## config.mk

```make
export PLATFORM = sky130hd
export DESIGN_NAME = fir_ntap_transpose_flat
export DESIGN_NICKNAME = d
export VERILOG_FILES = /design/src/rtl/fir_ntap_transpose_pkg.sv /design/src/rtl/fir_ntap_transpose_if.sv /design/src/rtl/fir_ntap_transpose_rca.sv /design/src/rtl/fir_ntap_transpose.sv /design/src/flat_wrapper.sv
export SDC_FILE = /design/constraint.sdc
export NUM_CORES = 1
export LEC_CHECK = 0
export CAP_MARGIN = 0
export CORE_AREA = 2 2 86 88
export CTS_CLUSTER_SIZE = 24
export DETAILED_ROUTE_END_ITERATION = 6
export DIE_AREA = 0 0 88 90
export PLACE_DENSITY = 0.89
export SLEW_MARGIN = 0
export SYNTH_ARGS = -nofsm -noshare
export SYNTH_HDL_FRONTEND = slang
export SYNTH_SLANG_ARGS = --single-unit
```

## constraint.sdc

```tcl
create_clock -name clk -period 20.4 [get_ports clk]
set_input_delay 6.12 -clock clk [delete_from_list [all_inputs] [get_ports clk]]
set_output_delay 6.12 -clock clk [all_outputs]
set_load 0.005 [all_outputs]
```

## src/rtl/fir_ntap_transpose_pkg.sv

```systemverilog
// Shared sizing helpers for the N-tap transposed moving-sum filter.
package fir_pkg;

  localparam int TAPS_MAX = 16;
  localparam int W_MAX    = 32;

  // Partial sums hold up to TAPS full-scale samples, so this width never overflows.
  function automatic int calc_ow(input int w, input int taps);
    return w + $clog2(taps);
  endfunction

endpackage

```

## src/rtl/fir_ntap_transpose_if.sv

```systemverilog
// Sample-in / sum-out bundle for fir_ntap_transpose; the master drives samples.
interface fir_ntap_transpose_if #(
  parameter int W    = 16,
  parameter int TAPS = 4
);
  import fir_pkg::*;

  localparam int OW = calc_ow(W, TAPS);

  logic [W-1:0]  a;
  logic          in_valid;
  logic          flush;
  logic [OW-1:0] s;
  logic          out_valid;
  logic          primed;

  modport master (output a, in_valid, flush, input s, out_valid, primed);
  modport slave  (input a, in_valid, flush, output s, out_valid, primed);
endinterface

```

## src/rtl/fir_ntap_transpose_rca.sv

```systemverilog
// Ripple-carry adder built from per-bit generate/propagate terms; carry-out discarded.
module rca_nbit #(
  parameter int N = 18
) (
  input  logic [N-1:0] x,
  input  logic [N-1:0] y,
  output logic [N-1:0] sum
);
  logic [N-1:0] g;
  logic [N-1:0] p;
  logic [N-1:0] c;

  assign g    = x & y;
  assign p    = x ^ y;
  assign c[0] = 1'b0;

  for (genvar i = 0; i < N; i++) begin : g_bit
    assign sum[i] = p[i] ^ c[i];
    if (i < N - 1) begin : g_carry
      assign c[i+1] = g[i] | (p[i] & c[i]);
    end
  end
endmodule

```

## src/rtl/fir_ntap_transpose.sv

```systemverilog
// Transposed-form N-tap moving-sum FIR with warm-up tracking and synchronous flush.
// Define OUT_PIPE_EN to add one register stage after s/out_valid (primed is not delayed).
module fir_ntap_transpose
  import fir_pkg::*;
#(
  parameter int W    = 16,
  parameter int TAPS = 4
) (
  input  logic                 clk,
  input  logic                 reset,
  fir_ntap_transpose_if.slave  bus
);
  localparam int OW = calc_ow(W, TAPS);
  localparam int CW = $clog2(TAPS);
  localparam logic [CW-1:0] CNT_MAX = CW'(TAPS - 1);

  logic [OW-1:0] a_ext;
  logic [OW-1:0] p       [TAPS-1];
  logic [OW-1:0] tap_in  [TAPS];
  logic [OW-1:0] tap_sum [TAPS];
  logic [CW-1:0] count;
  logic [CW-1:0] count_nxt;
  logic [OW-1:0] s_q;
  logic          ov_q;
  logic          primed_q;

  assign a_ext = OW'(bus.a);

  // Adder j adds the new sample to p[j]; the last tap has no older partial, so it sees zero.
  for (genvar j = 0; j < TAPS; j++) begin : g_tap
    if (j < TAPS - 1) begin : g_partial
      assign tap_in[j] = p[j];
    end else begin : g_newest
      assign tap_in[j] = '0;
    end
    rca_nbit #(.N(OW)) u_add (.x(a_ext), .y(tap_in[j]), .sum(tap_sum[j]));
  end

  // NOTE: every output of a combinational block gets a default first, so no latch can form.
  always_comb begin
    count_nxt = count;
    if (count != CNT_MAX) count_nxt = count + 1'b1;
  end

  // NOTE: state is updated only with <= so all registers sample pre-edge values together.
  always_ff @(posedge clk or posedge reset) begin
    if (reset) begin
      // NOTE: the partial-sum array is reset explicitly because stale history would leak into s.
      for (int k = 0; k < TAPS - 1; k++) p[k] <= '0;
      count    <= '0;
      primed_q <= 1'b0;
      s_q      <= '0;
      ov_q     <= 1'b0;
    end else if (bus.flush) begin
      for (int k = 0; k < TAPS - 1; k++) p[k] <= '0;
      count    <= '0;
      primed_q <= 1'b0;
      s_q      <= '0;
      ov_q     <= 1'b0;
    end else if (bus.in_valid) begin
      for (int k = 0; k < TAPS - 1; k++) p[k] <= tap_sum[k+1];
      s_q      <= tap_sum[0];
      ov_q     <= (count == CNT_MAX);
      count    <= count_nxt;
      primed_q <= (count_nxt == CNT_MAX);
    end else begin
      ov_q <= 1'b0;
    end
  end

`ifdef OUT_PIPE_EN
  logic [OW-1:0] s_d;
  logic          ov_d;

  always_ff @(posedge clk or posedge reset) begin
    if (reset) begin
      s_d  <= '0;
      ov_d <= 1'b0;
    end else if (bus.flush) begin
      s_d  <= '0;
      ov_d <= 1'b0;
    end else begin
      s_d  <= s_q;
      ov_d <= ov_q;
    end
  end

  assign bus.s         = s_d;
  assign bus.out_valid = ov_d;
`else
  assign bus.s         = s_q;
  assign bus.out_valid = ov_q;
`endif

  assign bus.primed = primed_q;
endmodule
```

## src/flat_wrapper.sv

```systemverilog
// flat-port wrapper written by rule: the top's interface ports become plain ports
module fir_ntap_transpose_flat import fir_pkg::*;
#(
  parameter int W    = 16,
  parameter int TAPS = 4
)
  (clk, reset, bus_a, bus_in_valid, bus_flush, bus_s, bus_out_valid, bus_primed);
  fir_ntap_transpose_if #(.W(W), .TAPS(TAPS)) bus_i ();
  input  logic clk;
  input  logic reset;
  input wire logic [$bits(bus_i.a)-1:0] bus_a;
  input wire logic [$bits(bus_i.in_valid)-1:0] bus_in_valid;
  input wire logic [$bits(bus_i.flush)-1:0] bus_flush;
  output wire logic [$bits(bus_i.s)-1:0] bus_s;
  output wire logic [$bits(bus_i.out_valid)-1:0] bus_out_valid;
  output wire logic [$bits(bus_i.primed)-1:0] bus_primed;
  assign bus_i.a = bus_a;
  assign bus_i.in_valid = bus_in_valid;
  assign bus_i.flush = bus_flush;
  assign bus_s = bus_i.s;
  assign bus_out_valid = bus_i.out_valid;
  assign bus_primed = bus_i.primed;
  fir_ntap_transpose #(.W(W), .TAPS(TAPS)) u_core (.clk(clk), .reset(reset), .bus(bus_i));
endmodule
```

==> results by group, run 1 <==
Logic synthesis
  – Synth Net Count: 436
  – Syn avg cell area: 11.6 µm²
  – Cell Area, Synth: 4260 µm²
  – Largest family of logic cells by synthesized area: adder cells
  – Synth warn: 0
  – Xor and xnor area share after synthesis: 0.206%
  – Post-synthesis mux area share: 5.17%
  – Asr flop ratio synth: 100%
  – Synth Area in Compound Gates: 11.3%
  – Largest area contributor in the netlist: dfrtp_1
  – Sequential fraction of the synthesis area: 42.9%
  – Distinct cells, synth: 20
  – Ys flop type: dfrtp_1
  – Syn Inst Count: 366
  – EDFF count, synth: 0
  – Most area-consuming cells after synthesis: dfrtp_1 43%, fa_1 21%, a211oi_2 8.2%
  – Top cell type's share of synthesized area: 42.9%
  – Post-synthesis sequential element count: 73
  – Adder-cell share of the synthesized area: 22.6%
  – Synth Area in Simple Gates: 8.76%

Placement
  – Placed inst area: 4650 µm²
  – Post-DP HPWL: 4.80 mm
  – I/O Buffers: 39
  – Place WS: 6.45 ns
  – GP Congestion: 0.741

Setup path
  – CP arrival: 13.75 ns
  – CP startpoint kind: input port
  – Critical path class: in -> reg
  – Crit end category: flip-flop
  – CP Max Fanout: 4
  – Crit path required time: 20.59 ns

Drt
  – Avg WL per Cell: 13.7 µm
  – Initial DRC count: 129
  – Via count: 2,542
  – WL final: 6.84 mm
  – ANT nets after route: 0
  – DRC: 0
  – Drt first pass iters: 4
  – Avg Vias per Cell: 5.07

Clock network
  – CTS Buf Count: 9
  – Clk sinks: 73
  – Reg clk slew, reported paths: 0.07 ns
  – Root Buffer: clkbuf_8
  – Number of hold buffers added after cts: 0
  – Clock tree buffer depth: 2
  – Post-cts resize count: 0
  – CTS H-tree lvls: 3
  – Post CTS Setup Buffer Count: 0
  – Latest clock arrival within the worst-skew pair: 0.34 ns
  – CTS tree: built

Cells and area
  – Commonest non-fill, non-tap cell in the layout: dfrtp_1
  – Commonest non-fill, non-tap cells in the layout: 73 x dfrtp_1, 65 x inv_1, 63 x nor2_1
  – Core Util, Final: 68.8%
  – Final non-filler cell area: 4830 µm²
  – FF/Latch Area: 1830 µm²
  – Fillers: 492
  – NumNets Final: 468
  – Layout cell share with drive strength beyond 1: 12.2%
  – ANT cells: 0
  – Area Growth Syn to Fin: 13.6%
  – Multi-input gate area: 2050 µm²

Timing
  – Max Slew Vio Count: 0
  – Final period util: 66.5%
  – Worst slew pin tran: 0.938 ns
  – Final hold vios: 0
  – Hold Slack: 0.522 ns
  – Slew headroom: 37.5%
  – RSZ-0062 raised after global routing: false
  – Fmax: 73.7 MHz
  – Final min period: 13.56 ns
  – Skew final: 0.00392 ns
  – Final worst slack: 6.84 ns
  – Setup-violating endpoint count in the final report: 0
  – Setup TNS: 0 ns

Die
  – Die area: 7920 µm²
  – Starting density of the core: 60.6%
  – Die width: 88 µm
  – Die Height: 90 µm
  – Core Region: 7020 µm²
  – I/O pins: 40
  – Rows: 31

Global route
  – Largest net degree at the start of global routing: 74
  – Vias in the first global route: 2,636
  – Grt ovf: 0
  – Aggregate global-route resource usage: 19.8%
  – Initial antenna violation count: 0
  – First-pass GRT wire length: 12.1 mm

Power and ir drop
  – P_leak: 2.10 nW
  – PwrDens: 71.7 nW/µm²
  – Peak VDD IR: 0.0000314 V

Min path
  – Worst hold path class: reg -> reg

Job
  – Max-Cap Viols: 0

Outcome
  – Status: finished clean
## final cells by class
type                            instances  area share [%]
Clock buffer                           13            3.49
Clock inverter                          2           0.259
Inverter                               66            5.13
Multi-Input combinational cell        206            42.4
Sequential cell                        73            37.8
Tap cell                               99            2.56
Timing Repair Buffer                   42            8.39
## worst paths after layout
kind	to	start	slack [ns]	cells past startpoint
max in group asynchronous	u_core.p[44]	reset	13.42	3
worst min register to register	u_core.p[11]	u_core.p[11]	0.52	2
worst max-delay path	u_core.p[52]	bus_a[0]	6.84	22
min in group asynchronous	u_core.bus.s[15]	reset	6.34	3
worst min-delay path	u_core.p[11]	u_core.p[11]	0.52	2
worst max register to register	u_core.p[52]	u_core.p[18]	12.80	21
## cell families (layout without fill, tap and decap cells)
group | Yosys count | in the layout
buffers and inverters | 87 | 123
AND/OR/NAND/NOR | 84 | 84
flip-flops | 73 | 73
adder cells (fa/ha/maj) | 50 | 50
AO/OA/AOI/OAI | 49 | 49
multiplexers | 22 | 22
XOR/XNOR | 1 | 1
## synth_stat cells (2+ instances only)
| master | count |
|---|---|
| nand2b_1 | 17 |
| buf_4 | 6 |
| a211oi_2 | 28 |
| ha_1 | 5 |
| clkbuf_1 | 2 |
| a211oi_1 | 11 |
| nor2_1 | 63 |
| buf_1 | 2 |
| mux2i_1 | 22 |
| a21oi_1 | 10 |
| inv_1 | 66 |
| buf_2 | 8 |
| dfrtp_1 | 73 |
| buf_6 | 3 |
| fa_1 | 45 |
## flip-flops by register name (all words and copies together), names as in the netlist
name and count:
u_core.bus.s 18, u_core.p 51, u_core.count 2, u_core.bus.out_valid 1, u_core.bus.primed 1
## worst max-delay path: stages
cell,delay [ns]
clkdlybuf4s50_1,0.54
ha_1,0.17
inv_1,0.05
fa_1,0.41
fa_1,0.43
fa_1,0.43
fa_1,0.42
fa_1,0.42
fa_1,0.43
fa_1,0.42
fa_1,0.42
fa_1,0.43
fa_1,0.43
fa_1,0.44
fa_1,0.43
fa_1,0.43
fa_1,0.43
fa_1,0.40
inv_1,0.06
ha_1,0.22
mux2i_1,0.15
nor2_1,0.05
## layer usage
| metal | GRT usage [%] | routed length, µm |
|---|---|---|
| met3 | 4.96 | 232 |
| met2 | 29.0 | 3400 |
| met1 | 29.1 | 3120 |
| met4 | 6.67 | 91 |
| met5 | 0 | 0 |
## through the flow
| stage | power [W] | instances |
|---|---|---|
| CTS | 0.000352 | 501 |
| floorplan | 0.000224 | 366 |
| global placement | 0.000243 | 486 |
| global route | 0.000370 | 501 |
| detailed placement | 0.000247 | 486 |
| finish | 0.000347 | 501 |
## report_power, final
part | switching, W | total, W | internal (W)
Clock | 0.0000502 | 0.000104 | 0.0000533
Combinational | 0.0000408 | 0.0000789 | 0.0000382
Sequential | 0.00000708 | 0.000164 | 0.000157
No activity file was read; power rests on OpenSTA's default activity.
==> run 2, diff against run 1 <==
--- a/config.mk
+++ b/config.mk
@@ -6,11 +6,11 @@
 export NUM_CORES = 1
 export LEC_CHECK = 0
 export CAP_MARGIN = 0
-export CORE_AREA = 2 2 86 88
+export CORE_AREA = 2 2 94 96
 export CTS_CLUSTER_SIZE = 24
 export DETAILED_ROUTE_END_ITERATION = 6
-export DIE_AREA = 0 0 88 90
-export PLACE_DENSITY = 0.89
+export DIE_AREA = 0 0 96 98
+export PLACE_DENSITY = 0.8
 export SLEW_MARGIN = 0
 export SYNTH_ARGS = -nofsm -noshare
 export SYNTH_HDL_FRONTEND = slang
==> constraint.sdc (replaced) <==
create_clock -name clk -period 11.1 [get_ports clk]
set_input_delay 3.33 -clock clk [delete_from_list [all_inputs] [get_ports clk]]
set_output_delay 3.33 -clock clk [all_outputs]
set_load 0.005 [all_outputs]
==> results by group, run 2 (synthesis gave the netlist of run 1 again) <==
Outcome
  – Status: finished clean (unchanged)

Global route
  – First-pass GRT wire length: 12.7 mm (was 12.1 mm)
  – Aggregate global-route resource usage: 17.5% (was 19.8%)
  – Grt ovf: 0 (unchanged)
  – Largest net degree at the start of global routing: 87 (was 74)
  – Initial antenna violation count: 0 (unchanged)
  – Vias in the first global route: 2,741 (was 2,636)

Power and ir drop
  – Switching Share: 29.1% (was 28.3%)
  – PwrDens: 134 nW/µm² (was 71.7 nW/µm²)
  – Power Total: 0.000651 W (was 0.000347 W)
  – Peak VDD IR: 0.0000738 V (was 0.0000314 V)
  – Combinational share of power: 22.6% (was 22.8%)
  – P_int: 0.000461 W (was 0.000249 W)
  – Clock share of power: 31.0% (was 29.9%)
  – Reg power frac: 46.4% (was 47.4%)
  – P_leak: 2.10 nW (about the same)
  – Sw Pwr: 0.000189 W (was 0.0000980 W)

Clock network
  – Clk sinks: 73 (unchanged)
  – Root Buffer: clkbuf_8 (unchanged)
  – Post-cts resize count: 0 (unchanged)
  – Number of hold buffers added after cts: 0 (unchanged)
  – CTS H-tree lvls: 3 (unchanged)
  – CTS Buf Count: 9 (unchanged)
  – Reg clk slew, reported paths: 0.08 ns (was 0.07 ns)
  – Latest clock arrival within the worst-skew pair: 0.36 ns (was 0.34 ns)
  – CTS tree: built (unchanged)
  – Clock tree buffer depth: 2 (unchanged)
  – Post CTS Setup Buffer Count: 0 (unchanged)

Drt
  – Avg WL per Cell: 13.9 µm (was 13.7 µm)
  – Initial DRC count: 153 (was 129)
  – ANT nets after route: 0 (unchanged)
  – Via count: 2,565 (was 2,542)
  – WL final: 7.11 mm (was 6.84 mm)
  – Drt first pass iters: 4 (unchanged)
  – Avg Vias per Cell: 5.03 (was 5.07)
  – DRC: 0 (unchanged)

Cells and area
  – Core Util, Final: 57.3% (was 68.8%)
  – Commonest non-fill, non-tap cells in the layout: 73 x dfrtp_1, 65 x inv_1, 63 x nor2_1 (unchanged)
  – Commonest non-fill, non-tap cell in the layout: dfrtp_1 (unchanged)
  – NumNets Final: 468 (unchanged)
  – Max reg flops: 51 (unchanged)
  – Layout cell share with drive strength beyond 1: 12.4% (was 12.2%)
  – Largest Register: u_core.p (unchanged)
  – Area Growth Syn to Fin: 13.9% (was 13.6%)
  – ANT cells: 0 (unchanged)
  – Fillers: 707 (was 492)

Timing
  – RSZ-0062 raised after global routing: false (unchanged)
  – Setup-violating endpoint count in the final report: 0 (unchanged)
  – Final period util: 97.0%
  – Worst slew pin tran: 1.01 ns (was 0.938 ns)
  – Setup TNS: 0 ns (unchanged)
  – Fmax: 92.9 MHz
  – Slew headroom: 32.8% (was 37.5%)
  – Final min period: 10.77 ns
  – Max Slew Vio Count: 0 (unchanged)
  – Skew final: 0.00724 ns (was 0.00392 ns)
  – Final hold vios: 0 (unchanged)
  – Hold Slack: 0.527 ns (was 0.522 ns)

Die
  – Die Height: 98 µm (was 90 µm)
  – Rows: 34 (was 31)
  – Die area: 9410 µm² (was 7920 µm²)
  – Core Region: 8470 µm² (was 7020 µm²)
  – Starting density of the core: 50.3% (was 60.6%)
  – I/O pins: 40 (unchanged)
  – Die width: 96 µm (was 88 µm)

Min path
  – Worst hold path class: reg -> reg (unchanged)
  – Hold Path Stages: 2 (unchanged)

Setup path
  – CP Max Fanout: 4 (unchanged)
  – CP arrival: 10.97 ns (was 13.75 ns)
  – Slowest CP cell: clkdlybuf4s50_1 (unchanged)
  – Crit end category: flip-flop (unchanged)
  – Reg2reg path depth: 21 (unchanged)
  – Most common cell on crit path: fa_1 (unchanged)
  – Crit-path cells: clkdlybuf4s50_1, ha_1, inv_1, fa_1, fa_1, fa_1, fa_1, fa_1, fa_1, fa_1, fa_1, fa_1, fa_1, fa_1, fa_1, fa_1, fa_1, fa_1, inv_1, ha_1, mux2i_1, nor2_1 (unchanged)
  – CP startpoint kind: input port (unchanged)
  – Biggest cell delay along the critical path: 0.55 ns (was 0.54 ns)
  – Crit path required time: 11.31 ns (was 20.59 ns)
  – Critical path class: in -> reg (unchanged)

Placement
  – Post-DP HPWL: 5.04 mm (was 4.80 mm)
  – I/O Buffers: 39 (unchanged)
  – GP Congestion: 0.748 (was 0.741)

Job
  – Max-Cap Viols: 0 (unchanged)
run 2: cell count changes in the layout (fill, tap and decap cells not counted):
cell        before  now
bufinv_16        0    1
clkbuf_1         1    0
clkbuf_8        12    9
clkinv_2         1    3
clkinvlp_4       1    2
run 2: path summary, 6_finish.rpt:
check	from	to	slack, ns
max in group asynchronous	reset	u_core.p[50]	6.95
max	bus_a[0]	u_core.p[52]	0.33
min in group asynchronous	reset	u_core.bus.s[17]	3.56
max reg2reg	u_core.p[18]	u_core.p[52]	3.52
min reg2reg	u_core.p[14]	u_core.p[14]	0.53
min	u_core.p[14]	u_core.p[14]	0.53
run 2: per-stage QoR:
| step | area (µm²) | std cells | setup slack, ns |
|---|---|---|---|
| finish | 4850 | 510 | 0.333 |
| global route | 4850 | 510 | 0.00757 |
| CTS | 4850 | 510 | 0.289 |
| detailed placement | 4660 | 495 | -0.0912 |
| global placement | 4660 | 495 | 0.0158 |
| floorplan | 4260 | 366 | 0.798 |
run 2: final cells by class:
type                       instances  area [µm²]  share of cell area (%)
timing repair buffer              42         405                    8.36
inverter                          66         248                    5.11
clock buffer                       9         124                    2.56
tap                              108         135                    2.79
multi-input combinational        206        2050                    42.3
clock inverter                     6        60.1                    1.24
sequential                        73        1830                    37.7
run 2: power groups by stage:
stage                     clock network, W  logic (W)  registers [W]
after floorplan                          0   0.000107       0.000304
after global placement                   0   0.000144       0.000306
after detailed placement                 0   0.000150       0.000307
after CTS                         0.000206   0.000152       0.000302
after global routing              0.000220   0.000170       0.000305
final                             0.000201   0.000147       0.000302
run 2: per-layer routing:
layer	vias up	part of all wire (%)	GRT usage [%]
met3	11	3.4	3.78
li1	1205	-	-
met5	-	0	0
met2	42	49	26.2
met4	0	2.1	7.25
met1	1307	45	24.7
run 2: worst max-delay path: cells and delay by family:
family / cells / cell delay [ns]
buffers and inverters: 3 / 0.68
adders and majority gates: 17 / 6.75
muxes: 1 / 0.14
and+or+nand+nor: 1 / 0.06
